**src/rtl/multiplier_seq_pkg.sv**
```systemverilog
`default_nettype none
// ============================================================================
// Module      : multiplier_seq_pkg
// Description : Shared sequential-arithmetic definitions (state encoding and
//               default operand width) used by the shift-add multiplier, the
//               sequential divider and their benches.
// Revision    : 1.0 - initial release
// ============================================================================
package multiplier_seq_pkg;

    // Default operand width for the sequential arithmetic blocks
    localparam int c_default_width = 16;

    // Handshake FSM shared by the divider and the multiplier
    typedef enum logic [1:0] {
        ST_IDLE = 2'd0,
        ST_RUN  = 2'd1,
        ST_DONE = 2'd2
    } seq_state_t;

endpackage : multiplier_seq_pkg
`default_nettype wire

```
**src/rtl/multiplier_seq.sv**
```systemverilog
`default_nettype none
// ============================================================================
// Module      : multiplier_seq
// Description : Sequential shift-add multiply-accumulate, p = q * b + r.
//               Fixed latency of WIDTH iterations, start/done handshake,
//               fits flags results that are legal WIDTH-bit dividends.
// Revision    : 1.0 - initial release
// ============================================================================
module multiplier_seq
    import multiplier_seq_pkg::*;
#(
    parameter int WIDTH = c_default_width
) (
    input  logic                 clk,
    input  logic                 rst,      // asynchronous, active-low
    input  logic                 start,
    input  logic [WIDTH-1:0]     q,
    input  logic [WIDTH-1:0]     b,
    input  logic [WIDTH-1:0]     r,
    output logic                 busy,
    output logic                 done,
    output logic [2*WIDTH-1:0]   p,
    output logic                 fits
);

    localparam int                 c_cnt_w    = (WIDTH > 1) ? $clog2(WIDTH) : 1;
    localparam logic [c_cnt_w-1:0] c_last_cnt = c_cnt_w'(WIDTH - 1);

    seq_state_t           r_state;
    seq_state_t           w_state_next;
    logic [2*WIDTH-1:0]   r_acc;
    logic [2*WIDTH-1:0]   r_mcand;
    logic [WIDTH-1:0]     r_mplier;
    logic [c_cnt_w-1:0]   r_cnt;
    logic [2*WIDTH-1:0]   w_acc_iter;
    logic                 w_accept;
    logic                 w_last;

    // One shift-add step: conditionally add the shifted multiplicand.
    // The accumulator is sized for the worst case (2^2W - 2^W), so no carry-out.
    always_comb begin
        w_acc_iter = r_acc;
        if (r_mplier[0]) begin
            w_acc_iter = r_acc + r_mcand;
        end
    end

    // State register
    always_ff @(posedge clk or negedge rst) begin
        if (!rst) begin
            r_state <= ST_IDLE;
        end else begin
            r_state <= w_state_next;
        end
    end

    // Next-state decode and handshake outputs
    always_comb begin
        w_state_next = r_state;
        busy         = 1'b1;
        done         = 1'b0;
        w_accept     = 1'b0;
        w_last       = 1'b0;
        case (r_state)
            ST_IDLE: begin
                busy = 1'b0;
                if (start) begin
                    w_accept     = 1'b1;
                    w_state_next = ST_RUN;
                end
            end
            ST_RUN: begin
                if (r_cnt == c_last_cnt) begin
                    w_last       = 1'b1;
                    w_state_next = ST_DONE;
                end
            end
            ST_DONE: begin
                done         = 1'b1;
                w_state_next = ST_IDLE;
            end
            default: begin
                busy         = 1'b0;
                w_state_next = ST_IDLE;
            end
        endcase
    end

    // Datapath: operand capture, iteration, and result capture on DONE entry
    always_ff @(posedge clk or negedge rst) begin
        if (!rst) begin
            r_acc    <= '0;
            r_mcand  <= '0;
            r_mplier <= '0;
            r_cnt    <= '0;
            p        <= '0;
            fits     <= 1'b1;
        end else begin
            if (w_accept) begin
                r_acc    <= {{WIDTH{1'b0}}, r};
                r_mcand  <= {{WIDTH{1'b0}}, b};
                r_mplier <= q;
                r_cnt    <= '0;
            end else if (r_state == ST_RUN) begin
                r_acc    <= w_acc_iter;
                r_mcand  <= r_mcand << 1;
                r_mplier <= r_mplier >> 1;
                r_cnt    <= r_cnt + 1'b1;
            end
            // p/fits are only updated here, so they hold across later starts
            if (w_last) begin
                p    <= w_acc_iter;
                fits <= (w_acc_iter[2*WIDTH-1:WIDTH] == '0);
            end
        end
    end

endmodule : multiplier_seq
`default_nettype wire

```
**config.mk**
```make
export PLATFORM = sky130hd
export DESIGN_NAME = multiplier_seq
export DESIGN_NICKNAME = d
export VERILOG_FILES = /design/src/rtl/multiplier_seq_pkg.sv /design/src/rtl/multiplier_seq.sv
export SDC_FILE = /design/constraint.sdc
export NUM_CORES = 1
export LEC_CHECK = 0
export CAP_MARGIN = 25
export CORE_MARGIN = 2
export CORE_UTILIZATION = 51
export DETAILED_ROUTE_END_ITERATION = 16
export GPL_ROUTABILITY_DRIVEN = 0
export PLACE_DENSITY = 0.8
export SYNTH_ARGS = -nofsm -noshare
export SYNTH_HDL_FRONTEND = slang
export SYNTH_SLANG_ARGS = --single-unit
```
**constraint.sdc**
```tcl
create_clock -name clk -period 2.8 [get_ports clk]
set_input_delay 0.28 -clock clk [delete_from_list [all_inputs] [get_ports clk]]
set_output_delay 0.28 -clock clk [all_outputs]
set_load 0.02 [all_outputs]
```
==> results.ini <==
[die]
dieHeight_um = 123
start_util_pct = 52.2
die_w_um = 123
die_area_mm2 = 0.0152
num_io_pins = 86
fp.coreArea_mm2 = 0.0139
rows = 43

[finish]
insertedDiodeCount = 0
final_cell_mix = nand2_1 (121), dfrtp_1 (118), buf_4 (93), o21ai_0 (92), clkdlybuf4s50_1 (84)
layout_commonest_cell = nand2_1
syn2layout_area_growth_pct = 36.6
drive_gt1_share_pct = 20.9
fin_area_mm2 = 0.00994
fill_cells = 968
nets = 1047

[routing]
drtPass1Iterations = 5
ant_nets = 0
drt-vias-per-instance = 5.85
drc = 0
drt_iter0_drc = 497
wl_per_cell_um = 17.8
wl_mm = 20.5
vias = 6743

[global_route]
grt_use_total_pct = 27.6
grt_max_degree = 63
antenna_found_initial = 0
grt_pass1_vias = 6542
grt_pass1_wl_mm = 32.5
gr-total-overflow = 0

[cts]
clkTransAtPathRegs_ns = 0.06
clock_sinks = 119
cts_tree = yes
cts_buffer_depth = 2
worstSkewPairLatency_ns = 0.43
clockRootBuffer = clkbuf_16
cts_buffers = 17
htree_levels = 4

[power_and_ir_drop]
pwr_density_cell_mw_per_mm2 = 1250
leakage_nw = 4.44
ir_drop_uv = 719

[run_status]
violations = setup timing
outcome = finished, violations left

[synth]
synth_enable_flop_cells = 0
synth_cell_types = 71
ys_async_sr_fraction_pct = 100
synth_seq_cells = 119
synth.avg_cell_area_um2 = 9.04
synth_ff_type = dfrtp_1
yosys_warnings = 0
synth.cell_area_mm2 = 0.00728
syn_inst = 805
syn_nets = 893
ys_seq_area_share_pct = 40.9

[timing]
tightest_slew_ns = 0.818
rsz0062_at_grt = yes
finalSetupTns_ns = -0.137
final.setup.worst_slack_ns = -0.0611
hold_viol = 0
slew_viol_final = 0
slew_headroom_pct = 45.3
finalSetupViolations = 4
fin_skew_ns = 0.00621
fin_crit_sh_pct = 102
period_needed_ns = 2.86
clock.fmax_ghz = 0.350

[setup_path]
crit_required_ns = 3.15
cp_max_fo = 4
path_class = reg -> reg
crit_path_start_kind = flip-flop
crit_arrival_ns = 3.21
crit_path_end_kind = flip-flop

[placed_design]
dpl_cell_area_mm2 = 0.00888
dp_slack_ns = -0.165
hpwl_mm = 13.7
portBuffers = 85

[worst_hold_path]
hp-class = in -> async

[job]
max_cap_violations = 0

-- Yosys cell counts, types with 6 or more instances --
cell type | instances | share of area [%]
nand2_1 | 123 | 6.3
dfrtp_1 | 118 | 41
o21ai_0 | 99 | 6.8
mux2i_1 | 74 | 10
nor2_1 | 62 | 3.2
a21oi_1 | 41 | 2.8
ha_1 | 36 | 6.2
clkbuf_1 | 35 | 1.8
a211oi_1 | 19 | 2.0
nand3_1 | 18 | 1.2
nor3_1 | 12 | 0.83
inv_1 | 11 | 0.57
xor2_1 | 11 | 1.3
xnor2_1 | 9 | 1.1
a21boi_0 | 8 | 0.83
buf_1 | 8 | 0.41
nand4_1 | 8 | 0.69
and2_1 | 7 | 0.60
nor2b_1 | 6 | 0.52
o21a_1 | 6 | 0.62
-- flip-flops by register name (all words and copies together) (netlist names) --
name / count
p: 32
r_cnt: 4
r_state: 2
fits: 1
r_mplier: 16
r_mcand: 32
r_acc: 32
-- final cells by class --
cell class                 instances  area, um2  area share, %
clock buffer                      20        467           4.69
clock inverter                    12        220           2.22
inverter                          11       41.3          0.415
multi-input combinational        628       4390           44.1
sequential                       119       2980           30.0
tap                              180        225           2.27
timing repair buffer             182       1620           16.3
-- metal layers --
metal	global-route usage (%)	routed length (um)	part of all wire (%)
met1	37.8	9010	44
met2	43.1	9550	47
met3	5.67	1530	7.5
met4	10.4	420	2.0
met5	0	0	0
-- cell families after synthesis --
kind of cell | count (synthesis) | synth area share (%)
xor gates and xnor gates | 20 | 2.41
muxes | 76 | 10.5
buffers and inverters | 58 | 3.06
adders and majority gates | 37 | 6.46
and+or+nand+nor | 267 | 16.7
AOI/OAI and AO/OA | 228 | 20.0
DFF | 119 | 40.9
-- worst max-delay path: stages (launching register included) --
cell and delay (ns):
dfrtp_1 0.40, ha_1 0.35, and3_2 0.27, nand2_1 0.10, o21bai_2 0.10, o31a_1 0.35, or4_4 0.44, and3b_4 0.20
nor3_4 0.23, nand4_2 0.10, o31ai_2 0.24
-- path summary, 6_finish.rpt --
check	slack [ns]	from	end	cells past startpoint
worst max-delay path	-0.06	r_acc[8]	fits	10
worst min-delay path	0.36	rst	r_mplier[12]	2
worst max register to register	-0.06	r_acc[8]	fits	10
worst min register to register	0.47	p[14]	p[14]	2
max in group asynchronous	1.66	rst	r_mcand[30]	3
min in group clk	0.40	q[15]	r_mplier[15]	3
-- stage by stage --
step | total power, W | hold WS (ns) | util, % | std cells
floorplan | 0.00664 | -0.0156 | - | 805
global route | 0.0131 | 0.413 | 71.3 | 1152
global placement | 0.00876 | 0.278 | 63.7 | 1110
detailed placement | 0.00894 | 0.278 | 63.7 | 1110
CTS | 0.0118 | 0.364 | 69.6 | 1147
finish | 0.0124 | 0.360 | 71.3 | 1152
-- timing repair --
item | in CTS | in global routing
endpoints found under the hold margin | 36 | 0
hold buffers | 1 | 0
setup buffers | 4 | 5
resized for setup | 19 | 50
pin swaps | 12 | 17
endpoints found under the setup margin | 12 | 35
-- power breakdown --
part	leakage [nW]	total, W	internal, W	switching [W]
clock network	0.336	0.00255	0.00174	0.000811
registers	1.55	0.00275	0.00224	0.000508
logic	2.55	0.00708	0.00326	0.00382
total	4.44	0.0124	0.00724	0.00514
Note: power is estimated with default switching activity, not from simulation.
